`src/rtl/button_event_decoder.sv`:
```
// Classifies debounced button gestures into single, long and double-click event pulses.
// Optional build macro AUTO_REPEAT_EN enables periodic repeat pulses while a long press is held.
module button_event_decoder #(
  parameter int CNT_W         = 16,
  parameter int LONG_CYCLES   = 50000,
  parameter int DCLICK_CYCLES = 20000,
  parameter int REPEAT_CYCLES = 10000
) (
  input  logic clk,
  input  logic rst_n,
  input  logic level,
  output logic press_pulse,
  output logic short_press,
  output logic long_press,
  output logic double_click,
  output logic held,
  output logic repeat_pulse
);

  typedef enum logic [2:0] {
    IDLE         = 3'd0,
    PRESSED      = 3'd1,
    WAIT_SECOND  = 3'd2,
    SECOND_PRESS = 3'd3,
    LONG_HELD    = 3'd4
  } state_t;

  localparam logic [CNT_W-1:0] LONG_M1   = CNT_W'(LONG_CYCLES - 1);
  localparam logic [CNT_W-1:0] DCLICK_M1 = CNT_W'(DCLICK_CYCLES - 1);
  localparam logic [CNT_W-1:0] REPEAT_M1 = CNT_W'(REPEAT_CYCLES - 1);
`ifdef AUTO_REPEAT_EN
  localparam bit REPEAT_ON = 1'b1;
`else
  localparam bit REPEAT_ON = 1'b0;
`endif

  state_t           state, state_nx;
  logic [CNT_W-1:0] cnt, cnt_nx;
  logic             level_q;
  logic             rise, fall;
  logic             press_nx, short_nx, long_nx, dbl_nx, rep_nx;
  logic             cnt_clr, cnt_hold;

  assign rise = level & ~level_q;
  assign fall = ~level & level_q;

  always_comb begin
    state_nx = state;
    press_nx = 1'b0;
    short_nx = 1'b0;
    long_nx  = 1'b0;
    dbl_nx   = 1'b0;
    rep_nx   = 1'b0;
    cnt_clr  = 1'b0;
    cnt_hold = 1'b0;
    case (state)
      IDLE: begin
        if (rise) begin
          state_nx = PRESSED;
          press_nx = 1'b1;
        end
      end
      PRESSED: begin
        if (fall) begin
          state_nx = WAIT_SECOND;
        end else if (cnt == LONG_M1) begin
          state_nx = LONG_HELD;
          long_nx  = 1'b1;
        end
      end
      WAIT_SECOND: begin
        // A second press on the timeout edge still counts as a double click.
        if (rise) begin
          state_nx = SECOND_PRESS;
          press_nx = 1'b1;
        end else if (cnt == DCLICK_M1) begin
          state_nx = IDLE;
          short_nx = 1'b1;
        end
      end
      SECOND_PRESS: begin
        if (fall) begin
          state_nx = IDLE;
          dbl_nx   = 1'b1;
        end else if (cnt == LONG_M1) begin
          state_nx = LONG_HELD;
          short_nx = 1'b1;
          long_nx  = 1'b1;
        end
      end
      LONG_HELD: begin
        if (fall) state_nx = IDLE;
        // Repeat timing is independent of release, so a repeat may coincide with the release edge.
        if (!REPEAT_ON) begin
          cnt_hold = 1'b1;
        end else if (cnt == REPEAT_M1) begin
          rep_nx  = 1'b1;
          cnt_clr = 1'b1;
        end
      end
      default: state_nx = IDLE;
    endcase
  end

  always_comb begin
    cnt_nx = cnt;
    if (state_nx != state || cnt_clr) cnt_nx = '0;
    else if (!cnt_hold && !(&cnt))    cnt_nx = cnt + 1'b1;
  end

  always_ff @(posedge clk) begin
    if (!rst_n) begin
      state        <= IDLE;
      cnt          <= '0;
      level_q      <= 1'b1;
      press_pulse  <= 1'b0;
      short_press  <= 1'b0;
      long_press   <= 1'b0;
      double_click <= 1'b0;
      held         <= 1'b0;
      repeat_pulse <= 1'b0;
    end else begin
      state        <= state_nx;
      cnt          <= cnt_nx;
      level_q      <= level;
      press_pulse  <= press_nx;
      short_press  <= short_nx;
      long_press   <= long_nx;
      double_click <= dbl_nx;
      held         <= (state_nx == LONG_HELD);
      repeat_pulse <= rep_nx;
    end
  end

endmodule
```
`config.mk`:
```
export PLATFORM = sky130hd
export DESIGN_NAME = button_event_decoder
export DESIGN_NICKNAME = d
export VERILOG_FILES = /design/src/rtl/button_event_decoder.sv
export SDC_FILE = /design/constraint.sdc
export NUM_CORES = 1
export LEC_CHECK = 0
export CAP_MARGIN = 20
export CORE_UTILIZATION = 61
export DETAILED_ROUTE_END_ITERATION = 10
export GPL_ROUTABILITY_DRIVEN = 1
export PLACE_DENSITY = 0.93
export SETUP_SLACK_MARGIN = 0.3
export SLEW_MARGIN = 15
export SYNTH_ARGS = -nofsm -noshare
export SYNTH_HDL_FRONTEND = slang
export SYNTH_SLANG_ARGS = --single-unit
```
`constraint.sdc`:
```
create_clock -name clk -period 3.1 [get_ports clk]
set_input_delay 0.31 -clock clk [delete_from_list [all_inputs] [get_ports clk]]
set_output_delay 0.31 -clock clk [all_outputs]
set_load 0.005 [all_outputs]
```
=== Word-level counts from Yosys, hierarchy flattened ===
Cells that the tools add are included.

* Register bits: 25
* Bits of input ports: 3
* Output and inout port bits: 6
* Logic and storage cells: 49

* $add $sub $neg: 1
* Equality and inequality tests: 8
* Multiplexer cells: 16
* Bitwise logic cells: 5
* Reduce and logical (&&, ||, !) cells: 11

{| class="wikitable"
|+ Operators with widths
! cell !! count
|-
| two-way mux 3 bit || 7
|-
| adder 16 x 1 -> 16 bit (second input constant) || 1
|-
| == test 16 x 15 -> 1 bit (second input constant) || 1
|-
| == test 16 bit (second input constant) || 1
|-
| AND reduction 16 bit || 1
|-
| one-hot mux 3 bit (5 select lines) || 1
|-
| two-way mux 1 bit || 7
|-
| == test 3 x 2 -> 1 bit (second input constant) || 2
|-
| == test 3 bit (second input constant) || 2
|-
| AND reduction 2 bit || 3
|-
| OR reduction 2 bit || 3
|-
| == test 3 x 1 -> 1 bit (second input constant) || 1
|-
| zero test 3 bit || 1
|-
| != test 3 bit || 1
|-
| inverter 1 bit || 3
|-
| AND 1 bit || 2
|-
| zero test 1 bit || 2
|-
| one-hot mux 1 bit (2 select lines) || 1
|-
| logical AND 1 bit || 1
|}

=== Longest topological paths before layout ===
Gate-level depths: netlist (run 1).

* Depth after elaboration: 6
* Depth in mapped cells: 6
* Depth with buffers taken out: 5

=== Least setup slack after synthesis (run 1) ===
Ideal clock, no wire load.

* Path kind: reg2reg
* Start point: register cnt[5]
* End point: register cnt[13]
* Library setup time: 130 ps
* Data arrival time: 1,961 ps
* Data required time: 2,970 ps
* Slack: 1,010 ps
* Stages on the path, launching flop included: 6
* Buffers on the path: 1
* Period minus slack after synthesis: 2,090 ps
* Cells stage by stage: dfxtp_1 > or4_1 > or4_4 > a221oi_4 > buf_6 > a211oi_1

* Longest elaborated chain between the ends: 6
* Elaborated cells between the ends (all ways): 14
* Those cells by class: add/sub: 1; eq/ne: 3; mux: 6; reduce/logical: 4

{| class="wikitable"
|+ RTL lines
! item !! line !! text
|-
| start: declaration || 38 || <nowiki>logic [CNT_W-1:0] cnt, cnt_nx;</nowiki>
|-
| start signal: assignment || 124 || <nowiki>cnt <= cnt_nx;</nowiki>
|-
| == test 16 bit or == test 16 x 15 -> 1 bit (tied branches) || 66, 85, 76 ||
|-
| two-way mux 3 bit (on tied branches) || 66, 85, 76 ||
|-
| two-way mux 3 bit (on tied branches) || 82, 64, 73 ||
|-
| one-hot mux 3 bit (5 select lines) || 56 || <nowiki>case (state)</nowiki>
|-
| != test 3 bit || 107 || <nowiki>if (state_nx != state || cnt_clr) cnt_nx = '0;</nowiki>
|-
| OR reduction 2 bit (no source line) || - ||
|}

Several ways; a longest one is shown, not always the timed one.
A chain may end at the register's enable or synchronous reset.

=== Worst setup path in the final report (run 1) ===
* Start point: register cnt[12]
* End point: register cnt[4]

Same word-level chain as after synthesis.

==> impl_metrics.env, run 1 <==
export IMPL_yosysUniqueCellTypes=40
export IMPL_post_cts_resized=0
export IMPL_syn_inst=158
export IMPL_cts_buffer_depth=2
export IMPL_tns_ns=0
export IMPL_routed_via_density=6.67
export IMPL_irDropWorstVdd_uv=275
export IMPL_io_pins=9
export IMPL_crit_path_end_kind="register"
export IMPL_critical_path_buf_inv_count=0
export IMPL_post_route_min_period_ns=2.50
export IMPL_yosysTopAreaCell="dfxtp_1"
export IMPL_design_die_area_mm2=0.00236
export IMPL_cts_inserted_buffers=3
export IMPL_drive_gt1_share_pct=4.91
export IMPL_period_share_pct=80.7
export IMPL_endpoint="cnt[4]"
export IMPL_crit_type="register to register"
export IMPL_leakagePower_uw=0.000449
export IMPL_critPathMaxStageDelay_ns=0.69
export IMPL_timing_slew_headroom_pct=34.3
export IMPL_wirelength_um=2960
export IMPL_instances_no_fill=190
export IMPL_power_density_mw_per_mm2=360
export IMPL_area_delta_synth_final_pct=7.47
export IMPL_track_usage_pct=27.5
export IMPL_finalHoldViolations=0
export IMPL_std_cell_rows=16
export IMPL_cp_startpoint="cnt[12]"
export IMPL_clock_sinks=25
export IMPL_worstSetupStartpointType="register"
export IMPL_io_buffers=7
export IMPL_reg2reg_setup_slack_ns=0.60
export IMPL_crit_slowest_cell="a221oi_4"
export IMPL_grt_ovfl_total=0
export IMPL_routedWlPerCell_um=15.6
export IMPL_clkLatencyLatePin_ns=0.31
export IMPL_synth_edff_count=0
export IMPL_worstPathRequired_ns=3.27
export IMPL_slew_viol_final=0
export IMPL_firstDrtPassIters=4
export IMPL_run_status="finished, final reports clean"
export IMPL_rsz0062_at_grt="no"
export IMPL_ys_ff_latch=25
export IMPL_globalplace_congestion=0.938
export IMPL_ys_top_cells_by_area="dfxtp_1 (38%), a211oi_1 (5.1%), nor2_1 (3.4%), or4_1 (3.4%), nand2_1 (3.1%)"
export IMPL_setup_viol=0
export IMPL_cts_setup_buffers=0
export IMPL_path_cells="or4_1 > or4_4 > a221oi_4 > a2111oi_0"
export IMPL_mostFrequentLayoutCells="dfxtp_1 (25), nor2_1 (12), nand2_1 (11)"
export IMPL_tritoncts="built"
export IMPL_synth_avg_cell_area_um2=8.38
export IMPL_drtAntennaViolNets=0
export IMPL_critPathArrivalTime_ns=2.67
export IMPL_grt_pass1_vias=1197
export IMPL_htree_levels=1
export IMPL_cp_max_fo=16
export IMPL_r2r_cells=4
export IMPL_finalNetCount=168
export IMPL_grt_pass1_wl_um=5180
export IMPL_hold_class="register to register"
export IMPL_path_clk_slew_ns=0.13
export IMPL_initial_core_util_pct=66.1
export IMPL_syn_nets=162
export IMPL_p_total_uw=512
export IMPL_cp_depth=4
export IMPL_synthArstFlopShare_pct=0
export IMPL_hpwl_um=2030
export IMPL_max_freq_mhz=400
export IMPL_yosys_warnings=0
export IMPL_grt_max_degree=17
export IMPL_r2r_start="cnt[12]"
export IMPL_cts_root_buf="clkbuf_4"
export IMPL_finClkSkew_ns=0.00471
export IMPL_n_antenna_cell=0
export IMPL_synthesis_area_mm2=0.00132
export IMPL_die_w_um=48.6
export IMPL_crit_family="simple AND/OR/NAND/NOR gates"
export IMPL_drc_errors=0
export IMPL_fp_dieH_um=48.6
export IMPL_final_common_cell="dfxtp_1"
export IMPL_ctsHoldBuffers=0
export IMPL_antenna_found_initial=0
export IMPL_dp_cells=186
export IMPL_tightest_slew_ns=0.974
export IMPL_max_cap_viol_count=0
export IMPL_core_area_mm2=0.00200
export IMPL_rr_endpoint="cnt[4]"
export IMPL_synth_top_area_share_pct=37.8
export IMPL_synthFlopType="dfxtp_1"
export IMPL_utilization_pct=71.1
export IMPL_drtIter0Drc=65
export IMPL_vias=1268
export IMPL_yosysSeqAreaShare_pct=37.8
## cell usage after synthesis, drive strengths merged, types with 2 or more instances
| library cell | number |
|---|---|
| or4b | 2 |
| a31oi | 4 |
| o31ai | 5 |
| nand3 | 5 |
| and4 | 2 |
| nand4 | 6 |
| a211oi | 9 |
| and3 | 4 |
| or3 | 6 |
| buf | 3 |
| nor2b | 4 |
| nor2 | 12 |
| clkbuf | 4 |
| o21ai | 8 |
| or4 | 7 |
| nand2 | 11 |
| nor3 | 7 |
| dfxtp | 25 |
| a21oi | 2 |
| inv | 4 |
| nand2b | 6 |
| o22ai | 2 |
| nor4 | 6 |
## power by group
| part | internal, µW | total (µW) | switching [µW] |
|---|---|---|---|
| Combinational | 13.3 | 34.6 | 21.3 |
| Sequential | 327 | 334 | 6.69 |
| Clock | 50.3 | 144 | 93.7 |
| Total | 391 | 512 | 122 |
## state kept, by name, indices dropped and copies added (netlist names)
signal,flops
double_click,1
short_press,1
cnt,16
state,3
level_q,1
long_press,1
held,1
press_pulse,1
## stage by stage
step	hold slack, ns	instance area, µm²	setup WS (ns)
2_1_floorplan	0.383	1320	1.01
3_3_place_gp	0.503	1400	0.733
3_5_place_dp	0.512	1400	0.665
4_1_cts	0.536	1420	0.618
5_1_grt	0.569	1420	0.409
6_report	0.543	1420	0.599
## how the worst min path moves through the flow
stage / start / endpoint / slack [ns] / cells after the start
2_1_floorplan: rst_n / level_q / 0.38 / 1
3_3_place_gp: cnt[7] / cnt[7] / 0.50 / 2
3_5_place_dp: cnt[7] / cnt[7] / 0.51 / 2
4_1_cts: cnt[7] / cnt[7] / 0.54 / 2
5_1_grt: cnt[7] / cnt[7] / 0.57 / 2
6_report: cnt[0] / cnt[0] / 0.54 / 2
## layer usage
metal | track usage [%] | vias up | wire (µm)
met5 | 0 | - | 0
met4 | 11.8 | 0 | 34
met3 | 4.40 | 8 | 233
met2 | 44.4 | 69 | 1440
met1 | 36.3 | 565 | 1250
li1 | - | 626 | -
## cell type report
| type | instances | area [µm²] |
|---|---|---|
| Fill cell | 164 | 579 |
| Timing Repair Buffer | 8 | 77.6 |
| Inverter | 4 | 15.0 |
| Sequential cell | 25 | 500 |
| Tap cell | 27 | 33.8 |
| Clock buffer | 4 | 26.3 |
| Multi-Input combinational cell | 122 | 769 |
## worst register-to-register path, cell delays in order, from the launching register on
cell and delay, ns:
dfxtp_1 0.40, or4_1 0.53, or4_4 0.56, a221oi_4 0.69, a2111oi_0 0.18
## cell families after synthesis
group                      share of synthesized area [%]
buffers and inverters                               4.06
other                                              0.283
and+or+nand+nor                                     35.4
muxes                                              0.756
AOI/OAI and AO/OA                                   20.8
adders and majority gates                          0.945
DFF                                                 37.8
(Power assumes the default switching activity.)
==> run 2: changes to the inputs <==
--- a/config.mk
+++ b/config.mk
@@ -6,10 +6,10 @@
 export NUM_CORES = 1
 export LEC_CHECK = 0
 export CAP_MARGIN = 20
-export CORE_UTILIZATION = 61
+export CORE_UTILIZATION = 51
 export DETAILED_ROUTE_END_ITERATION = 10
 export GPL_ROUTABILITY_DRIVEN = 1
-export PLACE_DENSITY = 0.93
+export PLACE_DENSITY = 0.84
 export SETUP_SLACK_MARGIN = 0.3
 export SLEW_MARGIN = 15
 export SYNTH_ARGS = -nofsm -noshare
==> constraint.sdc (replaced) <==
create_clock -name clk -period 2.3 [get_ports clk]
set_input_delay 0.23 -clock clk [delete_from_list [all_inputs] [get_ports clk]]
set_output_delay 0.23 -clock clk [all_outputs]
set_load 0.005 [all_outputs]
==> run 2 against run 1 <==
Against the previous run:
- maximum frequency is 17% higher
- final cell count is 5.3% higher
- clock skew is 0.0018 ns higher
- sequential cell count stayed put
- die area is 19% higher
- final area is 5.8% higher
- combinational power is 55% higher
- critical path depth is 1 higher
- critical path type unchanged
- hold slack worse by 0.013 ns
==> impl_metrics.env, run 2 (same netlist as run 1, synthesis figures left out) <==
export IMPL_clkLatencyLatePin_ns=0.32
export IMPL_track_usage_pct=24.5
export IMPL_worstPathRequired_ns=2.52
export IMPL_swShare_pct=24.0
export IMPL_drtIter0Drc=30
export IMPL_rsz0062_at_grt="yes"
export IMPL_cts_inserted_buffers=3
export IMPL_p_int_uw=533
export IMPL_drc_errors=0
export IMPL_grt_pass1_vias=1216
export IMPL_cts_root_buf="clkbuf_4"
export IMPL_tightest_slew_ns=0.680
export IMPL_hpwl_um=2220
export IMPL_clock_sinks=25
export IMPL_routedWlPerCell_um=15.6
export IMPL_multiInputGateArea_um2=769
export IMPL_largestRegisters="cnt: 16 flops, state: 3 flops"
export IMPL_drtAntennaViolNets=0
export IMPL_ctsHoldBuffers=0
export IMPL_period_share_pct=92.6
export IMPL_run_status="finished, final reports clean"
export IMPL_io_pins=9
export IMPL_n_antenna_cell=0
export IMPL_holdWs_ns=0.531
export IMPL_core_area_mm2=0.00245
export IMPL_wirelength_um=3110
export IMPL_timing_slew_headroom_pct=54.3
export IMPL_globalplace_congestion=0.863
export IMPL_vias=1320
export IMPL_largest_reg_flops=16
export IMPL_clkPwrFrac_pct=28.2
export IMPL_top_register="cnt"
export IMPL_path_cells="or4_1 > or4_4 > a221oi_4 > buf_12 > a2111oi_0"
export IMPL_tritoncts="built"
export IMPL_leakagePower_uw=0.000492
export IMPL_crit_path_end_kind="register"
export IMPL_area_delta_synth_final_pct=13.7
export IMPL_io_buffers=7
export IMPL_setup_viol=0
export IMPL_crit_type="register to register"
export IMPL_htree_levels=1
export IMPL_mostFrequentLayoutCells="dfxtp_1 (24), nor2_1 (12), nand2_1 (11)"
export IMPL_tns_ns=0
export IMPL_finalNetCount=175
export IMPL_max_freq_mhz=469
export IMPL_grt_ovfl_total=0
export IMPL_power_density_mw_per_mm2=466
export IMPL_critPathMaxStageDelay_ns=0.56
export IMPL_die_w_um=52.9
export IMPL_std_cell_rows=18
export IMPL_finClkSkew_ns=0.00647
export IMPL_p_switching_uw=168
export IMPL_crit_slowest_cell="or4_4"
export IMPL_cts_buffer_depth=2
export IMPL_holdPathStages=2
export IMPL_routed_via_density=6.60
export IMPL_r2r_cells=5
export IMPL_irDropWorstVdd_uv=365
export IMPL_seqPwrFrac_pct=64.2
export IMPL_worstSetupStartpointType="register"
export IMPL_hold_class="register to register"
export IMPL_antenna_found_initial=0
export IMPL_path_clk_slew_ns=0.13
export IMPL_seqCellArea_um2=502
export IMPL_slew_viol_final=0
export IMPL_cp_max_fo=16
export IMPL_max_cap_viol_count=0
export IMPL_final_common_cell="dfxtp_1"
export IMPL_grt_pass1_wl_um=5090
export IMPL_cts_setup_buffers=0
export IMPL_critPathArrivalTime_ns=2.35
export IMPL_design_die_area_mm2=0.00280
export IMPL_drive_gt1_share_pct=9.41
export IMPL_grt_max_degree=17
export IMPL_post_route_min_period_ns=2.13
export IMPL_comb_power_share_pct=7.6
export IMPL_nFillCells=217
export IMPL_firstDrtPassIters=4
export IMPL_fp_dieH_um=52.9
export IMPL_finalHoldViolations=0
export IMPL_initial_core_util_pct=53.9
## run 2: layer usage
metal  GRT usage [%]  wire [µm]  vias up
met5               0          0        -
met2            45.6       1620       45
met3            2.87        154        5
li1                -          -      633
met1            27.7       1280      637
met4            10.5         48        0
## run 2: repair_timing
item,4_1_cts,5_1_grt
resized for setup,1,1
endpoints found under the setup margin,17,20
endpoints found under the hold margin,0,0
## run 2: power by group through the flow
| stage | clock [µW] | sequential [µW] | combinational, µW |
|---|---|---|---|
| after floorplan | 0 | 457 | 34.9 |
| after global placement | 0 | 459 | 50.5 |
| after detailed placement | 0 | 459 | 53.0 |
| after CTS | 203 | 450 | 53.3 |
| after global routing | 219 | 453 | 58.4 |
| final | 198 | 450 | 53.6 |
## run 2: area by class of cell
type | instances | area share, %
repair buffers | 15 | 10.3
inverters | 4 | 0.998
clock buffers | 4 | 1.75
multi-input cells | 122 | 51.1
well taps | 30 | 2.49
flip-flops and latches | 25 | 33.3
## run 2: path summary, 6_finish.rpt
path | startpoint | to | slack (ns)
max reg2reg | cnt[7] | cnt[4] | 0.17
min reg2reg | cnt[7] | cnt[7] | 0.53
min | cnt[7] | cnt[7] | 0.53
max | cnt[7] | cnt[4] | 0.17
## run 2: through the flow
stage	cell area, µm²	util, %	cells	total power [µW]	setup WS, ns
finish	1510	61.3	200	701	0.169
global route	1510	61.3	200	730	0.0752
CTS	1510	61.3	200	706	0.161
detailed placement	1480	60.2	196	512	0.158
global placement	1480	60.2	196	509	0.232
floorplan	1320	-	158	492	0.210
## run 2: critical path, delay by kind of cell, from the launching register on
kind	cells	cell delay (ns)
AO/OA/AOI/OAI	2	0.39
buffers and inverters	1	0.18
flip-flops	1	0.36
AND/OR/NAND/NOR	2	1.09
==> run 3: changes to the inputs <==
--- a/config.mk
+++ b/config.mk
@@ -6,10 +6,11 @@
 export NUM_CORES = 1
 export LEC_CHECK = 0
 export CAP_MARGIN = 20
-export CORE_UTILIZATION = 51
+export CORE_UTILIZATION = 50
 export DETAILED_ROUTE_END_ITERATION = 10
 export GPL_ROUTABILITY_DRIVEN = 1
-export PLACE_DENSITY = 0.84
+export MAX_ROUTING_LAYER = met4
+export PLACE_DENSITY = 0.83
 export SETUP_SLACK_MARGIN = 0.3
 export SLEW_MARGIN = 15
 export SYNTH_ARGS = -nofsm -noshare
==> run 3 against run 2 <==
Against the previous run:
- maximum frequency grew 0.46%
- first-iteration DRC count increased by 57%
- wire length down 1.5%
- clock-buffer cell count stayed put
- register-to-register slack about the same
- final cell count grew 0.50%
==> impl_metrics.env, run 3 (same netlist as run 1, synthesis figures left out) <==
export IMPL_finClkSkew_ns=0.00236
export IMPL_antenna_found_initial=0
export IMPL_crit_slowest_cell="or4_4"
export IMPL_initial_core_util_pct=53.0
export IMPL_core_area_mm2=0.00250
export IMPL_globalplace_congestion=0.899
export IMPL_holdWs_ns=0.540
export IMPL_max_freq_mhz=471
export IMPL_critPathArrivalTime_ns=2.33
export IMPL_drc_errors=0
export IMPL_irDropWorstVdd_uv=421
export IMPL_rsz0062_at_grt="yes"
export IMPL_hp_start="cnt[7]"
export IMPL_drtAntennaViolNets=0
export IMPL_crit_path_end_kind="register"
export IMPL_finalNetCount=176
export IMPL_grt_ovfl_total=0
export IMPL_cts_inserted_buffers=3
export IMPL_crit_type="register to register"
export IMPL_power_density_mw_per_mm2=457
export IMPL_design_die_area_mm2=0.00286
export IMPL_grt_max_degree=17
export IMPL_worstPathRequired_ns=2.51
export IMPL_crit_family="simple AND/OR/NAND/NOR gates"
export IMPL_std_cell_rows=18
export IMPL_rr_endpoint="cnt[4]"
export IMPL_cp_startpoint="cnt[7]"
export IMPL_tns_ns=0
export IMPL_path_clk_slew_ns=0.13
export IMPL_final_common_cell="dfxtp_1"
export IMPL_die_w_um=53.5
export IMPL_critPathMaxStageDelay_ns=0.55
export IMPL_reg2reg_setup_slack_ns=0.18
export IMPL_worstSetupStartpointType="register"
export IMPL_tightest_slew_ns=0.585
export IMPL_max_cap_viol_count=0
export IMPL_cp_max_fo=16
export IMPL_wirelength_um=3070
export IMPL_clkLatencyLatePin_ns=0.32
export IMPL_run_status="finished, final reports clean"
export IMPL_grt_pass1_wl_um=5050
export IMPL_r2r_cells=5
export IMPL_fin_ws_ns=0.179
export IMPL_finalHoldViolations=0
export IMPL_critical_path_buf_inv_count=1
export IMPL_utilization_pct=61.0
export IMPL_slew_viol_final=0
export IMPL_drive_gt1_share_pct=11.1
export IMPL_largest_reg_flops=16
export IMPL_setup_viol=0
export IMPL_vias=1318
export IMPL_grt_pass1_vias=1203
export IMPL_htree_levels=1
export IMPL_largestRegisters="cnt: 16 flops, state: 3 flops"
export IMPL_cts_buffer_depth=2
export IMPL_endpoint="cnt[4]"
export IMPL_path_cells="or4_4 > or4_4 > a221oi_4 > buf_12 > a2111oi_0"
export IMPL_routed_via_density=6.56
export IMPL_n_antenna_cell=0
export IMPL_io_pins=9
export IMPL_fp_dieH_um=53.5
export IMPL_top_register="cnt"
export IMPL_hold_class="register to register"
export IMPL_tritoncts="built"
export IMPL_post_route_min_period_ns=2.12
export IMPL_area_delta_synth_final_pct=15.2
export IMPL_timing_slew_headroom_pct=60.7
export IMPL_dp_worst_setup_slack_ns=0.185
export IMPL_firstDrtPassIters=4
export IMPL_r2r_start="cnt[7]"
export IMPL_cts_root_buf="clkbuf_4"
export IMPL_path_common_cell="or4_4"
export IMPL_mostFrequentLayoutCells="dfxtp_1 (25), nor2_1 (12), nand2_1 (11)"
export IMPL_leakagePower_uw=0.000498
export IMPL_clock_sinks=25
export IMPL_cts_setup_buffers=0
export IMPL_routedWlPerCell_um=15.3
export IMPL_track_usage_pct=25.2
export IMPL_period_share_pct=92.2
export IMPL_hpwl_um=2210
export IMPL_io_buffers=7
export IMPL_drtIter0Drc=47
export IMPL_cp_depth=5
run 3: cell types whose count changed in the layout (fill, tap and decap cells not counted), sizes merged:
| cell | change |
|---|---|
| buf | +1 |
run 3: worst min path at each step:
| stage | cells past startpoint | endpoint | slack [ns] |
|---|---|---|---|
| 3_5_place_dp | 2 | cnt[7] | 0.51 |
| 5_1_grt | 2 | cnt[7] | 0.55 |
| 6_report | 2 | cnt[7] | 0.54 |
| 3_3_place_gp | 2 | cnt[7] | 0.49 |
| 4_1_cts | 2 | cnt[7] | 0.53 |
| 2_1_floorplan | 1 | level_q | 0.30 |
run 3: cell type report:
cell class	count	area, µm²
fill	206	975
multi-input combinational	122	783
sequential	25	500
timing repair buffer	16	163
tap	30	37.5
clock buffer	4	26.3
inverter	4	15.0
run 3: tightest hold or removal path: cells and delay by family (launching register included):
kind | cells | cell delay [ns]
DFF | 1 | 0.36
AOI/OAI and AO/OA | 2 | 0.14
run 3: routing by layer:
| layer | track usage, % | share of wire [%] | up-vias |
|---|---|---|---|
| met1 | 27.0 | 42 | 626 |
| met4 | 12.7 | 2.2 | 0 |
| met3 | 5.17 | 4.6 | 9 |
| met2 | 43.3 | 51 | 44 |
| met5 | - | 0 | - |
| li1 | - | - | 639 |
run 3: repair_timing:
action,CTS,global route
endpoints found under the setup margin,17,20
hold buffers,0,0
resized for setup,0,3
pin swaps,0,0
hold endpoints to repair,0,0
run 3: report_power, final:
group	switching [µW]	internal [µW]	total, µW
Clock	126	67.9	194
Sequential	9.17	441	450
Combinational	28.8	24.2	52.9
Total	164	533	697
run 3: stage by stage:
stage | instances | power (µW) | instance area (µm²)
after global placement | 197 | 509 | 1490
after CTS | 201 | 703 | 1510
after global routing | 201 | 725 | 1530
final | 201 | 697 | 1530
after floorplan | 158 | 492 | 1320
after detailed placement | 197 | 512 | 1490
